$ cat config.mk
export PLATFORM = sky130hd
export DESIGN_NAME = p09_game_ctrl
export DESIGN_NICKNAME = d
export VERILOG_FILES = /design/src/rtl/p09_pkg.sv /design/src/rtl/p09_frame_timer.sv /design/src/rtl/p09_game_ctrl.sv
export SDC_FILE = /design/constraint.sdc
export NUM_CORES = 1
export LEC_CHECK = 0
export CORE_ASPECT_RATIO = 0.9
export CORE_UTILIZATION = 57
export DETAILED_ROUTE_END_ITERATION = 12
export GPL_ROUTABILITY_DRIVEN = 0
export MAX_ROUTING_LAYER = met4
export PLACE_DENSITY_LB_ADDON = 0.15
export SYNTH_ARGS = -nofsm -noshare
export SYNTH_HDL_FRONTEND = slang
export SYNTH_HIERARCHICAL = 1
export SYNTH_SLANG_ARGS = --single-unit
$ cat constraint.sdc
create_clock -name clk -period 7.3 [get_ports clk]
set_input_delay 1.46 -clock clk [delete_from_list [all_inputs] [get_ports clk]]
set_output_delay 1.46 -clock clk [all_outputs]
set_load 0.05 [all_outputs]
$ cat src/rtl/p09_pkg.sv
// Shared definitions for the breakout game sequencer and the layer mux wrapper.
package p09_pkg;

  typedef enum logic [2:0] {
    ST_ATTRACT = 3'd0,
    ST_SERVE   = 3'd1,
    ST_PLAY    = 3'd2,
    ST_LOST    = 3'd3,
    ST_WON     = 3'd4,
    ST_OVER    = 3'd5
  } state_e;

  localparam logic [5:0] BORDER_NORMAL = 6'b010101;
  localparam logic [5:0] BORDER_HIT_A  = 6'b110000;
  localparam logic [5:0] BORDER_HIT_B  = 6'b111111;
  localparam logic [5:0] BORDER_WIN    = 6'b001100;

  function automatic logic [1:0] lives_inc(input logic [1:0] v);
    return (v == 2'd3) ? v : v + 2'd1;
  endfunction

  function automatic logic [1:0] lives_dec(input logic [1:0] v);
    return (v == 2'd0) ? v : v - 2'd1;
  endfunction

endpackage

$ cat src/rtl/p09_frame_timer.sv
// Frame-tick counter for timed game states; expire pulses on the tick that
// brings the count up to the limit.
module p09_frame_timer (
  input  logic       clk,
  input  logic       rst,
  input  logic       clear,
  input  logic       tick,
  input  logic [7:0] limit,
  output logic [7:0] count,
  output logic       expire
);

  logic [7:0] count_q, count_d;

  always_comb begin
    count_d = count_q;
    if (clear)     count_d = 8'd0;
    else if (tick) count_d = count_q + 8'd1;
  end

  always_ff @(posedge clk) begin
    if (rst) count_q <= 8'd0;
    else     count_q <= count_d;
  end

  assign count  = count_q;
  assign expire = tick && ((count_q + 8'd1) == limit);

endmodule

$ cat src/rtl/p09_game_ctrl.sv
// Breakout game sequencer: game state, life counter and layer-control outputs.
//   state   | meaning
//   ATTRACT | idle demo, waiting for serve
//   SERVE   | ball shown and parked, waiting for serve
//   PLAY    | ball in motion
//   LOST    | ball missed, border flashes for LOST_FRAMES
//   WON     | wall cleared, win border for WON_FRAMES
//   OVER    | no lives left, lives blink for OVER_FRAMES
module p09_game_ctrl
  import p09_pkg::*;
#(
  parameter int LIVES_INIT  = 3,
  parameter int LOST_FRAMES = 60,
  parameter int WON_FRAMES  = 90,
  parameter int OVER_FRAMES = 180
) (
  input  logic       clk,
  input  logic       rst,
  input  logic       frame_tick,
  input  logic       btn_serve,
  input  logic       ball_lost,
  input  logic       blocks_clear,
  output logic [2:0] state,
  output logic [1:0] lives,
  output logic       ball_run,
  output logic       ball_show,
  output logic       lives_show,
  output logic [5:0] border_color,
  output logic       round_reset,
  output logic       blocks_reset
);

  state_e     state_q, state_d;
  logic [1:0] lives_q, lives_d;
  logic       btn_q, mask_q;
  logic       run_q, show_q, lshow_q, round_q, blocks_q;
  logic [5:0] border_q;
  logic       round_go, blocks_go;
  logic       serve_edge, timer_clear, expire;
  logic [7:0] count, limit, cnt_nx;

  // First cycle after reset is masked so a button held through reset cannot serve.
  assign serve_edge  = btn_serve & ~btn_q & ~mask_q;
  assign timer_clear = (state_d != state_q);
  assign cnt_nx      = timer_clear ? 8'd0 : count + {7'd0, frame_tick};

  always_comb begin
    case (state_q)
      ST_LOST: limit = 8'(LOST_FRAMES);
      ST_WON:  limit = 8'(WON_FRAMES);
      ST_OVER: limit = 8'(OVER_FRAMES);
      default: limit = 8'hFF;
    endcase
  end

  p09_frame_timer u_timer (
    .clk    (clk),
    .rst    (rst),
    .clear  (timer_clear),
    .tick   (frame_tick),
    .limit  (limit),
    .count  (count),
    .expire (expire)
  );

  always_comb begin
    state_d   = state_q;
    lives_d   = lives_q;
    round_go  = 1'b0;
    blocks_go = 1'b0;
    case (state_q)
      ST_ATTRACT: if (serve_edge) begin
        state_d   = ST_SERVE;
        lives_d   = 2'(LIVES_INIT);
        round_go  = 1'b1;
        blocks_go = 1'b1;
      end
      ST_SERVE: if (serve_edge) state_d = ST_PLAY;
      ST_PLAY: begin
        if (blocks_clear) state_d = ST_WON;
        else if (ball_lost) begin
          state_d = ST_LOST;
          lives_d = lives_dec(lives_q);
        end
      end
      ST_LOST: if (expire) begin
        if (lives_q == 2'd0) state_d = ST_OVER;
        else begin
          state_d  = ST_SERVE;
          round_go = 1'b1;
        end
      end
      ST_WON: if (expire) begin
        state_d   = ST_SERVE;
        lives_d   = lives_inc(lives_q);
        round_go  = 1'b1;
        blocks_go = 1'b1;
      end
      ST_OVER: if (expire) state_d = ST_ATTRACT;
      default: state_d = ST_ATTRACT;
    endcase
  end

  always_ff @(posedge clk) begin
    if (rst) begin
      state_q  <= ST_ATTRACT;
      lives_q  <= 2'(LIVES_INIT);
      btn_q    <= 1'b0;
      mask_q   <= 1'b1;
      run_q    <= 1'b0;
      show_q   <= 1'b0;
      lshow_q  <= 1'b1;
      border_q <= BORDER_NORMAL;
      round_q  <= 1'b0;
      blocks_q <= 1'b0;
    end else begin
      state_q  <= state_d;
      lives_q  <= lives_d;
      btn_q    <= btn_serve;
      mask_q   <= 1'b0;
      round_q  <= round_go;
      blocks_q <= blocks_go;
      // Outputs are decoded from the state and timer value being entered.
      case (state_d)
        ST_SERVE: begin
          run_q <= 1'b0; show_q <= 1'b1; lshow_q <= 1'b1; border_q <= BORDER_NORMAL;
        end
        ST_PLAY: begin
          run_q <= 1'b1; show_q <= 1'b1; lshow_q <= 1'b1; border_q <= BORDER_NORMAL;
        end
        ST_LOST: begin
          run_q <= 1'b0; show_q <= 1'b0; lshow_q <= 1'b1;
          border_q <= cnt_nx[2] ? BORDER_HIT_B : BORDER_HIT_A;
        end
        ST_WON: begin
          run_q <= 1'b0; show_q <= 1'b1; lshow_q <= 1'b1; border_q <= BORDER_WIN;
        end
        ST_OVER: begin
          run_q <= 1'b0; show_q <= 1'b0; lshow_q <= ~cnt_nx[3]; border_q <= BORDER_NORMAL;
        end
        default: begin
          run_q <= 1'b0; show_q <= 1'b0; lshow_q <= 1'b1; border_q <= BORDER_NORMAL;
        end
      endcase
    end
  end

  assign state        = state_q;
  assign lives        = lives_q;
  assign ball_run     = run_q;
  assign ball_show    = show_q;
  assign lives_show   = lshow_q;
  assign border_color = border_q;
  assign round_reset  = round_q;
  assign blocks_reset = blocks_q;

endmodule

# == Word-level counts from Yosys, hierarchy flattened ==
# Index checks and enable logic that the tools add are counted.
# word_totals
out_inout_bits,16
wordCells,77
romBits,0
ram_bits,0
ff_bits,26
n_memories,0
latch_bits,0
input_bits,6
# classes
order_cmp,0
div,0
multipliers,0
mux,29
reduce_logical,8
eq_ne,19
bitwise_logic,6
n_addsub,4
shift,0
# ops
op,n
$mux 3,8
$pmux 8 s3,1
$pmux 3 s6,1
$eq 3x2->1 const B,4
$eq 3x3->1 const B,4
$mux 2,6
$ne 2x2->1 const B,6
$pmux 6 s2,1
$add 8x1->8 const B,1
$eq 8x8->1,1
$mux 4,2
$mux 1,7
$reduce_and 7->1,1
$eq 3x1->1 const B,2
$pmux 2 s3,1
$add 4x1->4,1
$not 1->1,4
$reduce_or 2->1,2
$logic_not 3->1,1
$ne 3x3->1,1
$pmux 1 s3,1
$reduce_bool 3->1,1
$reduce_or 3->1,1
$add 2x1->2 const B,1
other kinds (6),7

# == Logic depth before layout (Yosys ltp) ==
# depth
depth_word,10
mapped_depth,16
ltp_nobuf,13

# == Hierarchy ==
# Netlist, hierarchy kept.
# modules_own_cells
mod,seq_area_each_um2,instances,cells_each,area_per_inst_um2
p09_game_ctrl,360.3,1,101,870.8
p09_frame_timer,160.2,1,69,576.8

# == Worst setup path after synthesis ==
# No wires, ideal clock.
# synth_timing
kind,register to register
start,register state_q[0] (netlist: state[0])
end,register u_timer.count_q[0] (netlist: u_timer/count[0])
setup_ps,124
path_stages_with_launch,17
t_required_ps,7176
period_less_slack_ps,3422
path_buffers,3
path_slack_ps,3878
t_arrival_ps,3297
cell_sequence,dfxtp_1 buf_2 nor2_1 nand2_1 and2_1 xor2_1 or2_2 o32a_1 a2111oi_2 buf_2 nand2_1 o211ai_1 o21ai_0 nand2_1 or2_2 clkbuf_1 nor2_1
# synth_via
elab_chain_cells,8
elab_cells_between_ends,19
cone_classes,eq/ne: 7; mux: 9; reduce/logical: 3
# synth_lines
element,line,rtl
"start, declared",p09_game_ctrl.sv:33,"state_e state_q, state_d;"
"start signal, assigned",p09_game_ctrl.sv:117,state_q <= state_d;
$eq 3x3->1 / $eq 3x2->1 (equally long branches),p09_game_ctrl.sv:48,case (state_q)
$pmux 8 s3 (*),p09_game_ctrl.sv:48,
net limit[2],p09_game_ctrl.sv:40,"logic [7:0] count, limit, cnt_nx;"
$eq 8x8->1 (*),p09_frame_timer.sv:27,assign expire = tick && ((count_q + 8'd1) == limit);
$logic_and 1x1->1 (*),p09_frame_timer.sv:27,
net expire,p09_game_ctrl.sv:39,"logic serve_edge, timer_clear, expire;"
$mux 3 (on tied branches),"p09_game_ctrl.sv:99, p09_game_ctrl.sv:86, p09_game_ctrl.sv:93",
$pmux 3 s6 (*),p09_game_ctrl.sv:71,case (state_q)
$ne 3x3->1 (*),p09_game_ctrl.sv:44,assign timer_clear = (state_d != state_q);
net timer_clear,p09_game_ctrl.sv:39,
$reduce_or 2->1 (no line) (*),-,
"end signal, assigned",p09_frame_timer.sv:23,else count_q <= count_d;
"end, declared",p09_frame_timer.sv:13,"logic [7:0] count_q, count_d;"
# The timed path passes the listed nets; every way through them passes the cells marked *.
# A chain may end at the register's enable or synchronous reset.

# == Final worst setup path ==
# layout_timing
start,register state_q[1] (netlist: state[1])
end,register border_q[0] (netlist: border_color[0])
# layout_via
elab_chain_cells,10
elab_cells_between_ends,23
cone_classes,eq/ne: 9; mux: 12; reduce/logical: 2
# layout_lines
element,line,rtl
$eq 3x3->1 / $eq 3x2->1 (equally long branches),p09_game_ctrl.sv:48,
$pmux 8 s3 (*),p09_game_ctrl.sv:48,
net limit[7],p09_game_ctrl.sv:40,
$eq 8x8->1 (*),p09_frame_timer.sv:27,
$logic_and 1x1->1 (*),p09_frame_timer.sv:27,
net expire,p09_game_ctrl.sv:39,
$mux 3 (on tied branches),"p09_game_ctrl.sv:99, p09_game_ctrl.sv:86, p09_game_ctrl.sv:93",
$pmux 3 s6 (*),p09_game_ctrl.sv:71,
$ne 3x3->1,p09_game_ctrl.sv:44,
$mux 4,p09_game_ctrl.sv:45,"assign cnt_nx = timer_clear ? 8'd0 : count + {7'd0, frame_tick};"
$mux 4,p09_game_ctrl.sv:133,border_q <= cnt_nx[2] ? BORDER_HIT_B : BORDER_HIT_A;
$pmux 6 s2 (*),p09_game_ctrl.sv:124,case (state_d)
"end signal, assigned",p09_game_ctrl.sv:133,
"end, declared",p09_game_ctrl.sv:37,logic [5:0] border_q;
# Marked as above.

==> impl_metrics.py <==
metrics = {
    "critical_path": {
        "endpoint_kind": "flip-flop",
        "crit_arrival_ps": 4240,
        "crit_path_max_fanout": 15,
        "worstSetupPathType": "reg2reg",
        "reg2reg_slack_ps": 3310,
        "critPathLaunchType": "flip-flop",
        "required_ps": 7550,
    },
    "detailed_routing": {
        "dr.first_iter.drc_count": 40,
        "routed_wl_um": 3150,
        "vias_per_cell": 5.88,
        "vias": 1253,
        "firstDrtPassIters": 4,
        "ant_nets": 0,
        "drc_errors": 0,
        "avgRoutedWirePerCell_um": 14.8,
    },
    "min_path": {
        "hold_class": "reg2reg",
    },
    "placement": {
        "port_buffers": 21,
        "dp_slack_ps": 3200,
        "dp.cells": 209,
        "place_area_um2": 1640,
        "dp_hpwl_um": 2210,
    },
    "cts": {
        "cts_resized": 0,
        "insertion_delay_ps": 330,
        "htree_levels": 1,
        "cts.clk_slew.worst_paths_ps": 140,
        "root_buffer": "clkbuf_4",
        "clock_sinks": 26,
        "cts_tree": "done",
        "cts_setup_buffers": 0,
        "cts_buffer_depth": 2,
        "cts_buffers": 3,
        "postCtsHoldBufs": 0,
    },
    "yosys": {
        "post_synth.cell_area_avg_um2": 8.52,
        "synth_flop_cell": "dfxtp_1",
        "synth.most_common_cell": "dfxtp_1",
        "ys_warn_count": 6,
        "synth_area_leaders": "dfxtp_1 36%, xor2_1 6.1%, nor2_1 5.2%, xnor2_1 4.8%, nand2_1 3.9%",
        "netlist_area_um2": 1450,
        "synth_top_area_cell": "dfxtp_1",
        "yosysUniqueCellTypes": 52,
        "synth_fp_nets": 177,
        "synth-edff-count": 0,
        "synth-seq-cells": 26,
        "synthArstFlopShare": 0,
        "synth-seq-area-share": 0.360,
        "netlist_instances": 170,
        "synth_top_area_frac": 0.360,
        "synth_common_cells": "26 x dfxtp_1, 20 x nor2_1, 15 x nand2_1",
    },
    "pwr": {
        "p_total_mw": 0.300,
        "ir_worst_vdd_uv": 194,
        "powerDensity_nw_per_um2": 177,
        "p_leak_nw": 0.614,
    },
    "timing": {
        "whs_ps": 546,
        "timing.setup.tns_ps": 0,
        "slew_headroom": 0.440,
        "max_clock_freq_mhz": 251,
        "finalHoldViolCount": 0,
        "slew_viol_final": 0,
        "skew_ps": 5.13,
        "tightest_slew_ps": 839,
        "setup_viol": 0,
        "rsz0062_at_grt": "false",
        "fin_ws_ps": 3310,
        "fin_crit_ps": 3990,
        "fin_crit_sh": 0.547,
    },
    "final_layout": {
        "fillers": 175,
        "stdcell_area_um2": 1700,
        "drive_gt1_frac": 0.0914,
        "antenna_cells": 0,
        "fin_nets": 194,
        "multi_input_area_um2": 863,
        "final_cells": 213,
        "area_growth_pct": 17.1,
        "register_area_um2": 520,
        "final_core_util": 0.743,
    },
    "floorplan": {
        "io_pins": 22,
        "rows": 16,
        "initial_core_util": 0.634,
        "die_w_um": 55.1,
        "core_area_um2": 2280,
        "die_area_um2": 2750,
        "chipHeight_um": 49.8,
    },
    "status": {
        "outcome": "complete, no violations",
    },
    "run": {
        "cap_violations": 0,
    },
    "grt": {
        "grtUsageTotal": 0.276,
        "grt_max_degree": 19,
        "antenna_found_initial": 0,
        "grt_pass1_vias": 1164,
        "overflow": 0,
        "grt_pass1_wl_um": 5350,
    },
}
## logic make-up (layout without fill, tap and decap cells)
logic type                 Yosys count  count (layout)  share of synthesized area
AOI/OAI and AO/OA                   27              27                      0.153
xor gates and xnor gates            18              18                      0.109
adders and majority gates            1               1                    0.00864
buffers and inverters               13              29                     0.0441
DFF                                 26              26                      0.360
muxes                                1               1                    0.00691
other                                1               1                    0.00259
and+or+nand+nor                     83              83                      0.316
## where the power goes
group          leakage, nW  total (mW)  internal, mW  switching, mW
Clock               0.0279      0.0999        0.0556         0.0443
Sequential           0.211       0.154         0.146        0.00731
Combinational        0.375      0.0468        0.0195         0.0272
## final cells by class
type	count	share of cell area
sequential	26	0.307
multi-input combinational	131	0.509
tap	27	0.0199
inverter	4	0.00886
clock buffer	3	0.0133
clock inverter	1	0.0177
timing repair buffer	21	0.124
## registers in the layout, indices dropped and copies added (netlist names)
register and cells:
lives 2, lives_show 1, u_timer/count 8, blocks_reset 1, mask_q 1, state 3, round_reset 1, ball_show 1
ball_run 1, border_color 6, btn_q 1
## cell usage in the layout, fill, tap and decap left out, types with 4 or more instances in the layout
cell             count
xnor2_1              8
clkdlybuf4s50_1     21
nor2b_1              5
xor2_1              10
nand2b_1             6
dfxtp_1             26
nand2_1             15
nor3_1               4
nor2_1              20
inv_1                4
or2_2                4
nand3_1              6
## worst paths after layout
| check | end | startpoint | cells after the start |
|---|---|---|---|
| hold / removal | lives[1]$_SDFFE_PP1P_ | lives[1]$_SDFFE_PP1P_ | 1 |
| hold reg to reg | lives[1]$_SDFFE_PP1P_ | lives[1]$_SDFFE_PP1P_ | 1 |
| setup reg to reg | border_color[0]$_SDFF_PP1_ | state[1]$_SDFF_PP0_ | 12 |
| setup / recovery | border_color[0]$_SDFF_PP1_ | state[1]$_SDFF_PP0_ | 12 |
## per-layer routing
layer / vias to the layer above / GRT usage / wire (um)
met5: - / - / 0
met4: 0 / 0.0667 / 24
met3: 4 / 0.0741 / 192
met2: 45 / 0.404 / 1430
met1: 581 / 0.375 / 1500
li1: 623 / - / -
## critical path, cell delays in order (launching register included)
cell and delay, ps:
dfxtp_1 640, nor2b_1 460, nand2_1 130, and2_1 190, xor2_1 150, or2_2 280
o32a_1 300, a2111oi_2 800, nand4bb_1 210, a32oi_1 300, and2b_1 220, nand2_1 80
and2_1 150
No activity file was read; power rests on OpenSTA's default activity.
